--- src/rtl/sn76489_bus_ctrl.sv ---
// SN76489 host write controller: captures CE/WE bus bytes, decodes latch/data bytes against the
// register latch, issues one clk_en-qualified channel write strobe and holds READY low while busy.
module sn76489_bus_ctrl #(
    parameter int unsigned READY_CYCLES = 32
) (
    input  logic       clock_i,
    input  logic       res_n_i,
    input  logic       clk_en_i,
    input  logic       ce_n_i,
    input  logic       we_n_i,
    input  logic [0:7] d_i,
    output logic       ready_o,
    output logic [0:7] d_o,
    output logic       r2_o,
    output logic [0:3] we_o
);

    localparam logic [1:0] StIdle   = 2'd0;
    localparam logic [1:0] StStrobe = 2'd1;
    localparam logic [1:0] StBusy   = 2'd2;

    localparam logic [7:0] CntInit = 8'(READY_CYCLES - 1);

    logic [1:0] state_q, state_d;
    logic       access_q, access_d;
    logic [0:7] data_q, data_d;
    logic [1:0] ch_q, ch_d;
    logic       r2_q, r2_d;
    logic [1:0] latch_ch_q, latch_ch_d;
    logic       latch_r2_q, latch_r2_d;
    logic [7:0] cnt_q, cnt_d;
    logic       ready_q, ready_d;

    logic access;
    logic new_access;

    assign access     = ~ce_n_i & ~we_n_i;
    assign new_access = access & ~access_q;

    always_comb begin
        state_d    = state_q;
        access_d   = access;
        data_d     = data_q;
        ch_d       = ch_q;
        r2_d       = r2_q;
        latch_ch_d = latch_ch_q;
        latch_r2_d = latch_r2_q;
        cnt_d      = cnt_q;
        ready_d    = ready_q;

        case (state_q)
            StIdle: begin
                if (new_access) begin
                    data_d  = d_i;
                    ready_d = 1'b0;
                    state_d = StStrobe;
                    // Decode is resolved at capture; the latch cannot change until the strobe ends.
                    if (d_i[0]) begin
                        ch_d = d_i[1:2];
                        r2_d = d_i[3];
                    end else begin
                        ch_d = latch_ch_q;
                        r2_d = latch_r2_q;
                    end
                end
            end
            StStrobe: begin
                if (clk_en_i) begin
                    if (data_q[0]) begin
                        latch_ch_d = ch_q;
                        latch_r2_d = r2_q;
                    end
                    if (READY_CYCLES == 1) begin
                        ready_d = 1'b1;
                        state_d = StIdle;
                    end else begin
                        cnt_d   = CntInit;
                        state_d = StBusy;
                    end
                end
            end
            StBusy: begin
                if (clk_en_i) begin
                    if (cnt_q == 8'd1) begin
                        cnt_d   = 8'd0;
                        ready_d = 1'b1;
                        state_d = StIdle;
                    end else begin
                        cnt_d = cnt_q - 8'd1;
                    end
                end
            end
            default: state_d = StIdle;
        endcase
    end

    always_ff @(posedge clock_i or negedge res_n_i) begin
        if (!res_n_i) begin
            state_q    <= StIdle;
            access_q   <= 1'b0;
            data_q     <= '0;
            ch_q       <= 2'd0;
            r2_q       <= 1'b0;
            latch_ch_q <= 2'd0;
            latch_r2_q <= 1'b0;
            cnt_q      <= 8'd0;
            ready_q    <= 1'b1;
        end else begin
            state_q    <= state_d;
            access_q   <= access_d;
            data_q     <= data_d;
            ch_q       <= ch_d;
            r2_q       <= r2_d;
            latch_ch_q <= latch_ch_d;
            latch_r2_q <= latch_r2_d;
            cnt_q      <= cnt_d;
            ready_q    <= ready_d;
        end
    end

    // Strobe comes from registered state only, so it is stable across the whole STROBE state.
    always_comb begin
        we_o = 4'b0000;
        if (state_q == StStrobe) begin
            we_o[ch_q] = 1'b1;
        end
    end

    assign ready_o = ready_q;
    assign d_o     = data_q;
    assign r2_o    = r2_q;

endmodule

--- config.mk ---
export PLATFORM = sky130hd
export DESIGN_NAME = sn76489_bus_ctrl
export DESIGN_NICKNAME = d
export VERILOG_FILES = /design/src/rtl/sn76489_bus_ctrl.sv
export SDC_FILE = /design/constraint.sdc
export NUM_CORES = 1
export LEC_CHECK = 0
export ABC_CLOCK_PERIOD_IN_PS = 1600
export BUFFER_PORTS_ARGS = -buffer_cell sky130_fd_sc_hd__buf_2
export CAP_MARGIN = 20
export CORE_ASPECT_RATIO = 0.8
export CORE_MARGIN = 10
export CORE_UTILIZATION = 40
export CTS_BUF_LIST = sky130_fd_sc_hd__clkbuf_4
export CTS_CLUSTER_DIAMETER = 40
export DETAILED_ROUTE_END_ITERATION = 16
export GPL_TIMING_DRIVEN = 1
export PLACE_DENSITY = 0.65
export SYNTH_ARGS = -nofsm -noshare
export SYNTH_HDL_FRONTEND = slang
export SYNTH_SLANG_ARGS = --single-unit
--- constraint.sdc ---
create_clock -name clock_i -period 1.6 [get_ports clock_i]
set_input_delay 0.08 -clock clock_i [delete_from_list [all_inputs] [get_ports clock_i]]
set_output_delay 0.08 -clock clock_i [all_outputs]
set_load 0.03 [all_outputs]
==> results.yml, run 1 <==
run_status:
  violations: "negative setup slack"
  outcome: "finished, violations left"
synthesis:
  synth_nets: 126
  synth-edff-count: 0
  synth_top_area_cell: "dfrtp_1"
  synth_seq_area_share: 0.493
  async_flop_share: 1.00
  synth_seq_cells: 26
  syn_area_per_cell_um2: 11.9
  synth_ff_type: "dfrtp_1"
  synth_area_leaders: "dfrtp_1, mux2_4, mux2_2"
  netlist_instances: 111
  synth_top_area_share: 0.473
  ys_warn_count: 0
  synth_area_um2: 1320
  ys_types: 41
timing:
  finalSetupViolations: 11
  max-slew-margin-rel: 0.606
  fin_crit_ps: 1630
  finalHoldViolCount: 0
  min_period_over_period: 1.02
  tightest_slew_ps: 591
  tns_ps: -173
  fin_skew_ps: 1.05
  rsz0062_at_grt: "yes"
  fin_ws_ps: -31.6
  fmax_mhz: 613
  drv_slew: 0
routing:
  drc: 0
  avgRoutedWirePerCell_um: 16.0
  wirelength_um: 3160
  drt_pre_antenna_iters: 4
  viasPerCell: 5.20
  antenna_left: 0
  drtIter0Drc: 53
  num_vias: 1025
cts:
  cts_buffers: 3
  clk_pin_slew_ps: 130
  cts.sinks: 26
  cts_max_path_buffers: 2
  cts_tree: "built"
  htree_levels: 1
  clk_latency_ps: 310
  clockRootBuffer: "clkbuf_4"
power_and_ir_drop:
  ir_drop_v: 0.000740
  intPower_w: 0.00159
  p_sw_w: 0.00105
  p_leak_nw: 0.787
  power_density_nw_per_um2: 1530
  pwr-share-comb: 0.480
  seqPwrFrac: 0.407
  power.clock.fraction: 0.114
  power_switching_share: 0.397
finish:
  drive_gt1_frac: 0.471
  fill_cells: 285
  regArea_um2: 653
  fin_util: 0.552
  fin_nets: 173
  area_growth_pct: 30.6
  final_common_cell: "dfrtp_1"
  n_antenna_cell: 0
  multi_input_area_um2: 658
  fin_area_um2: 1730
  final_cells: 197
  mostFrequentLayoutCells: "dfrtp_1, buf_2, buf_4, mux2_4, mux2_2"
setup_path:
  cp.buffers_inverters: 1
  cp-end-kind: "flip-flop"
  slowest_stage: "or4_4"
  required_ps: 1820
  critPathLaunchType: "flip-flop"
  crit_arrival_ps: 1850
  cp_max_fo: 4
  path_delay_family: "simple AND/OR/NAND/NOR gates"
  max_stage_delay_ps: 500
  critPathKind: "flip-flop to flip-flop"
  path_cells: "or4_4 -> nor2_4 -> buf_4 -> mux2_4"
floorplan:
  ioPinCount: 27
  rows: 18
  dieArea_um2: 6020
  start_util: 0.422
  die_h_um: 71.4
  die_w_um: 84.3
  core_um2: 3130
place:
  place_area_um2: 1560
  dpl.hpwl_um: 2210
  io_buffers: 26
  dp.cells: 183
  gp_congestion: 0.832
job:
  cap_violations: 0
worst_hold_path:
  hp-class: "primary input to flip-flop"
global_route:
  grt_overflow: 0
  grt_max_degree: 27
  antenna_found_initial: 0
  grt_pass1_wl_um: 5190
  grt_use_total: 0.103
  grt_pass1_vias: 1089
## cell usage after synthesis, drive strengths merged, types with 2 or more instances
cell,number
or2,2
nor3,2
mux2,18
nand2b,2
mux2i,2
ha,2
a21oi,5
inv,4
o41ai,2
nor2b,2
o22ai,3
dfrtp,25
nor2,9
buf,3
nand2,7
o21ai,2
## per-layer routing
layer / up-vias / routed length [um] / share of wire / track usage
met5: - / 0 / 0 / 0
met4: 0 / 36 / 0.011 / 0.0390
met2: 15 / 1660 / 0.53 / 0.180
li1: 495 / - / - / -
met3: 2 / 80 / 0.025 / 0.0249
met1: 513 / 1380 / 0.44 / 0.119
## state kept, by name (all words and copies together) (netlist names)
| signal | cells |
|---|---|
| d_o | 8 |
| ready_o | 1 |
| r2_o | 1 |
| state_q | 2 |
| latch_r2_q | 1 |
| latch_ch_q | 2 |
| ch_q | 2 |
| access_q | 1 |
| cnt_q | 8 |
## area by class of cell
| cell class | instances | share of cell area |
|---|---|---|
| Multi-Input combinational cell | 77 | 0.381 |
| Sequential cell | 26 | 0.378 |
| Timing Repair Buffer | 46 | 0.186 |
| Tap cell | 40 | 0.0290 |
| Clock buffer | 4 | 0.0174 |
| Inverter | 4 | 0.00870 |
## cell families (layout without fill, tap and decap cells)
| logic type | count (synthesis) | in the layout | synth area share |
|---|---|---|---|
| compound gates | 21 | 21 | 0.111 |
| fa+ha+maj | 2 | 2 | 0.0189 |
| buf+inv | 8 | 54 | 0.0331 |
| flops | 26 | 26 | 0.493 |
| mux | 20 | 20 | 0.194 |
| simple gates | 34 | 34 | 0.150 |
## path summary, 6_finish.rpt
kind | start | end | slack [ps] | cells past startpoint
min reg2reg | ready_o$_DFFE_PN1P_ | ready_o$_DFFE_PN1P_ | 480 | 2
min | d_i[3] | d_o[3]$_DFFE_PN0P_ | 50 | 2
max | state_q[0]$_DFFE_PN0P_ | d_o[5]$_DFFE_PN0P_ | -30 | 4
min in group asynchronous | res_n_i | cnt_q[5]$_DFFE_PN0P_ | 290 | 2
max reg2reg | state_q[0]$_DFFE_PN0P_ | d_o[5]$_DFFE_PN0P_ | -30 | 4
max in group asynchronous | res_n_i | cnt_q[0]$_DFFE_PN0P_ | 900 | 2
## per-stage QoR
stage          setup WS (ps)  power [W]  hold slack [ps]
3_5_place_dp           -42.3    0.00228              113
4_1_cts                -43.9    0.00262             6.98
6_report               -31.6    0.00264             45.0
3_3_place_gp           -5.04    0.00222              111
2_1_floorplan          -16.8    0.00189             -216
5_1_grt                -70.5    0.00282             28.8
## power by group through the flow
stage                     clock [W]  sequential, W  combinational (W)
final                      0.000300        0.00108            0.00127
after global routing       0.000341        0.00111            0.00137
after CTS                  0.000317        0.00106            0.00124
after detailed placement          0        0.00107            0.00120
after global placement            0        0.00105            0.00117
after floorplan                   0        0.00128           0.000609
## repair_timing
action	in CTS	in global routing
endpoints found under the hold margin	32	0
hold buffers	8	0
setup buffers	1	1
resized for setup	3	9
pin swaps	1	0
setup endpoints to repair	14	18
## worst reg2reg max path, cell delays in order (launching register included)
cell     delay (ps)
dfrtp_1         400
or4_4           500
nor2_4          160
buf_4           160
mux2_4          300
No activity file was read; power rests on OpenSTA's default activity.
==> inputs of run 2 (changes only) <==
- REMOVE_ABC_BUFFERS: default -> 1
==> results.yml, run 2 (synthesis gave the netlist of run 1 again) <==
routing:
  avgRoutedWirePerCell_um: 15.5
  drtIter0Drc: 94
  drc: 0
  num_vias: 1039
  antenna_left: 0
  viasPerCell: 5.33
  wirelength_um: 3020
  drt_pre_antenna_iters: 4
setup_path:
  cp.buffers_inverters: 1
  cp-end-kind: "flip-flop"
  cp_max_fo: 12
  critPathLaunchType: "flip-flop"
  critPathKind: "flip-flop to flip-flop"
  path_cells: "or4_4 -> nor2_4 -> buf_12 -> mux2_4"
  crit_arrival_ps: 1880
  slowest_stage: "or4_4"
  path_delay_family: "simple AND/OR/NAND/NOR gates"
  required_ps: 1820
  max_stage_delay_ps: 560
power_and_ir_drop:
  intPower_w: 0.00174
  p_leak_nw: 0.788
  ir_drop_v: 0.000906
  pwr-share-comb: 0.458
  power_switching_share: 0.379
  p_sw_w: 0.00106
  power.clock.fraction: 0.161
  power_density_nw_per_um2: 1590
  seqPwrFrac: 0.380
floorplan:
  ioPinCount: 27
  dieArea_um2: 6020
  die_w_um: 84.3
  core_um2: 3130
  start_util: 0.422
  die_h_um: 71.4
  rows: 18
run_status:
  violations: "negative setup slack"
  outcome: "finished, violations left"
cts:
  htree_levels: 1
  clk_latency_ps: 320
  cts_max_path_buffers: 2
  cts_buffers: 3
  cts.sinks: 26
  cts_tree: "built"
  clockRootBuffer: "clkbuf_4"
  clk_pin_slew_ps: 150
timing:
  whs_ps: 46.4
  tightest_slew_ps: 573
  finalHoldViolCount: 0
  min_period_over_period: 1.03
  fmax_mhz: 604
  fin_crit_ps: 1650
  fin_ws_ps: -54.7
  max-slew-margin-rel: 0.618
  rsz0062_at_grt: "yes"
  finalSetupViolations: 11
  fin_skew_ps: 5.02
  drv_slew: 0
finish:
  final_common_cell: "dfrtp_1"
  mostFrequentLayoutCells: "dfrtp_1, buf_2, mux2_4, dlygate4sd3_1"
  fin_nets: 171
  area_growth_pct: 32.5
  n_antenna_cell: 0
  multi_input_area_um2: 669
  fill_cells: 264
  regArea_um2: 653
  drive_gt1_frac: 0.452
worst_hold_path:
  hp-class: "primary input to flip-flop"
global_route:
  antenna_found_initial: 0
  grt_use_total: 0.103
  grt_overflow: 0
  grt_pass1_wl_um: 5260
  grt_pass1_vias: 1090
  grt_max_degree: 27
place:
  gp_congestion: 0.731
  io_buffers: 26
  dpl.hpwl_um: 2150
  pre_cts_slack_ps: -59.3
job:
  cap_violations: 0
## run 2: changes by cell type in the layout (fill, tap and decap cells not counted), moves of 2 or more
cell / delta
mux2_4: +2
dlygate4sd3_1: +2
mux2_2: -2
buf_4: -4
## run 2: worst paths after layout
check | startpoint | endpoint | slack (ps) | cells past startpoint
max reg2reg | state_q[0]$_DFFE_PN0P_ | d_o[7]$_DFFE_PN0P_ | -50 | 4
min reg2reg | ready_o$_DFFE_PN1P_ | ready_o$_DFFE_PN1P_ | 500 | 2
max in group asynchronous | res_n_i | cnt_q[0]$_DFFE_PN0P_ | 920 | 2
min | d_i[0] | d_o[0]$_DFFE_PN0P_ | 50 | 2
max | state_q[0]$_DFFE_PN0P_ | d_o[7]$_DFFE_PN0P_ | -50 | 4
min in group asynchronous | res_n_i | r2_o$_DFFE_PN0P_ | 270 | 2
## run 2: worst reg2reg max path, delay by kind of cell (launching register included)
kind          cells  cell delay [ps]
simple gates      2              680
flops             1              410
mux               1              310
buf+inv           1              160
## run 2: per-stage QoR
stage | std cells | setup TNS (ps) | util | area, um^2 | total power (W)
3_5_place_dp | 180 | -353 | 0.492 | 1540 | 0.00228
4_1_cts | 194 | -542 | 0.546 | 1710 | 0.00278
6_report | 195 | -491 | 0.560 | 1750 | 0.00280
3_3_place_gp | 180 | -45.9 | 0.492 | 1540 | 0.00222
2_1_floorplan | 107 | -2380 | - | 1290 | 0.00187
5_1_grt | 195 | -939 | 0.560 | 1750 | 0.00298
## run 2: per-layer routing
| layer | track usage | up-vias | routed length [um] |
|---|---|---|---|
| met4 | 0.0445 | 0 | 36 |
| met2 | 0.185 | 20 | 1570 |
| met5 | 0 | - | 0 |
| met1 | 0.120 | 520 | 1320 |
| li1 | - | 497 | - |
| met3 | 0.0158 | 2 | 88 |
## run 2: power groups by stage
stage               clock [W]  sequential, W  combinational, W
floorplan                   0        0.00131          0.000554
global placement            0        0.00106           0.00116
detailed placement          0        0.00107           0.00121
global route         0.000494        0.00110           0.00138
CTS                  0.000461        0.00106           0.00126
finish               0.000451        0.00106           0.00128
## run 2: layout make-up
type | count | share of cell area
multi-input cells | 77 | 0.382
inverters | 4 | 0.00857
well taps | 40 | 0.0286
clock buffers | 3 | 0.0128
clock inverters | 1 | 0.0171
repair buffers | 44 | 0.178
flip-flops and latches | 26 | 0.373
## run 2: repair_timing
item	4_1_cts	5_1_grt
resized for setup	6	9
endpoints found under the hold margin	33	0
setup endpoints to repair	16	21
gates cloned	0	0
pin swaps	0	1
buffers inserted	0	1
hold buffers	10	0
==> inputs of run 3 (changes only) <==
- ABC_AREA: default -> 1
==> results.yml, run 3 <==
floorplan:
  rows: 18
  core_um2: 3150
  die_h_um: 71.7
  start_util: 0.424
  dieArea_um2: 6070
  die_w_um: 84.6
  ioPinCount: 27
run_status:
  outcome: "finished clean"
routing:
  drc: 0
  wirelength_um: 2930
  antenna_left: 0
  drtIter0Drc: 91
  num_vias: 1142
  drt_pre_antenna_iters: 4
  avgRoutedWirePerCell_um: 11.8
  viasPerCell: 4.62
timing:
  max-slew-margin-rel: 0.617
  drv_slew: 0
  min_period_over_period: 0.920
  tns_ps: 0
  rsz0062_at_grt: "no"
  finalSetupViolations: 0
  tightest_slew_ps: 574
  fin_ws_ps: 127
  fmax_mhz: 679
  fin_crit_ps: 1470
  fin_skew_ps: 4.04
  finalHoldViolCount: 0
synthesis:
  async_flop_share: 1.00
  yosysMostFrequentCell: "nand2_1"
  synth_seq_area_share: 0.488
  netlist_instances: 169
  ys_warn_count: 0
  syn_area_per_cell_um2: 7.91
  synth_area_um2: 1340
  ys_types: 24
  synth_area_leaders: "dfrtp_1, nand2_1, inv_1"
  synth-edff-count: 0
  synth_top_area_share: 0.468
  netlist_top_cells_count: "nand2_1, dfrtp_1, inv_1, nor2_1"
  synth_seq_cells: 26
  synth_top_area_cell: "dfrtp_1"
  synth_ff_type: "dfrtp_1"
power_and_ir_drop:
  power_density_nw_per_um2: 1520
  ir_drop_v: 0.00110
  power.total_w: 0.00249
  p_leak_nw: 0.841
cts:
  clk_latency_ps: 320
  cts_max_path_buffers: 2
  cts.sinks: 26
  cts_tree: "built"
  cts_buffers: 3
  htree_levels: 1
  clockRootBuffer: "clkbuf_4"
  clk_pin_slew_ps: 140
setup_path:
  crit_path_start: "state_q[1]$_DFFE_PN0P_"
  cp_max_fo: 5
  cp-end-kind: "primary output"
  r2r_slack_ps: 250
  critPathKind: "flip-flop to primary output"
  r2r-start: "cnt_q[1]$_DFFE_PN0P_"
  critPathLaunchType: "flip-flop"
  crit_end: "we_o[3]"
  required_ps: 1520
  r2r_cells: 7
  r2r-end: "state_q[1]$_DFFE_PN0P_"
  crit_arrival_ps: 1390
global_route:
  grt_pass1_vias: 1102
  grt_use_total: 0.0996
  antenna_found_initial: 0
  grt_overflow: 0
  grt_pass1_wl_um: 5140
  grt_max_degree: 27
finish:
  final_common_cell: "nand2_1"
  n_antenna_cell: 0
  final_cells: 247
  fill_cells: 311
  fin_nets: 223
  area_growth_pct: 22.6
  drive_gt1_frac: 0.232
  fin_util: 0.519
  mostFrequentLayoutCells: "nand2_1, dfrtp_1, buf_2, inv_1, nor2_1"
worst_hold_path:
  hold_depth: 2
  hp-class: "primary input to flip-flop"
place:
  pre_cts_slack_ps: 257
  dp.cells: 233
  io_buffers: 26
  dpl.hpwl_um: 2240
  gp_congestion: 0.899
job:
  cap_violations: 0
## run 3: layer usage
metal / track usage / routed length [um]
met1: 0.126 / 1470
met2: 0.161 / 1310
met3: 0.0362 / 128
met4: 0.0164 / 19
met5: 0 / 0
## run 3: worst min-delay path by stage
| stage | start | to | slack (ps) |
|---|---|---|---|
| 2_1_floorplan | res_n_i | access_q$_DFF_PN0_ | -220 |
| 3_3_place_gp | res_n_i | d_o[3]$_DFFE_PN0P_ | 110 |
| 3_5_place_dp | res_n_i | d_o[4]$_DFFE_PN0P_ | 110 |
| 4_1_cts | clk_en_i | state_q[0]$_DFFE_PN0P_ | 20 |
| 5_1_grt | clk_en_i | state_q[0]$_DFFE_PN0P_ | 30 |
| 6_report | clk_en_i | state_q[0]$_DFFE_PN0P_ | 30 |
## run 3: area by class of cell
cell class / count / area, um^2 / share of cell area
tap: 40 / 50.0 / 0.0306
clock inverter: 1 / 3.75 / 0.00229
inverter: 22 / 83.8 / 0.0512
timing repair buffer: 36 / 235 / 0.144
sequential: 26 / 652 / 0.398
multi-input combinational: 119 / 591 / 0.361
clock buffer: 3 / 22.5 / 0.0138
## run 3: where the power goes
| part | leakage, nW | total (W) | switching [W] | internal [W] |
|---|---|---|---|---|
| sequential | 0.312 | 0.00106 | 0.000164 | 0.000895 |
| combinational | 0.513 | 0.00114 | 0.000775 | 0.000367 |
| clock | 0.0154 | 0.000286 | 0.000195 | 0.0000913 |
## run 3: timing repair
| item | 4_1_cts | 5_1_grt |
|---|---|---|
| resized for setup | 0 | 3 |
| endpoints found under the setup margin | 0 | 2 |
| buffers inserted | 0 | 0 |
| hold buffers | 10 | 0 |
| hold endpoints to repair | 33 | 0 |
## run 3: metrics by stage
step,hold slack [ps],cell area (um^2)
2_1_floorplan,-216,1320
3_3_place_gp,110,1500
6_report,29.3,1640
5_1_grt,25.6,1640
4_1_cts,23.6,1630
3_5_place_dp,112,1500
## run 3: logic make-up after synthesis
| logic type | after synthesis | synth area share |
|---|---|---|
| flops | 26 | 0.488 |
| fa+ha+maj | 2 | 0.0187 |
| buf+inv | 24 | 0.0721 |
| compound gates | 23 | 0.101 |
| simple gates | 93 | 0.314 |
| xor+xnor | 1 | 0.00656 |
## run 3: critical path: stages (launching register included)
cell	delay, ps
dfrtp_1	460
nor2_2	150
inv_1	100
nor3_1	140
buf_2	230
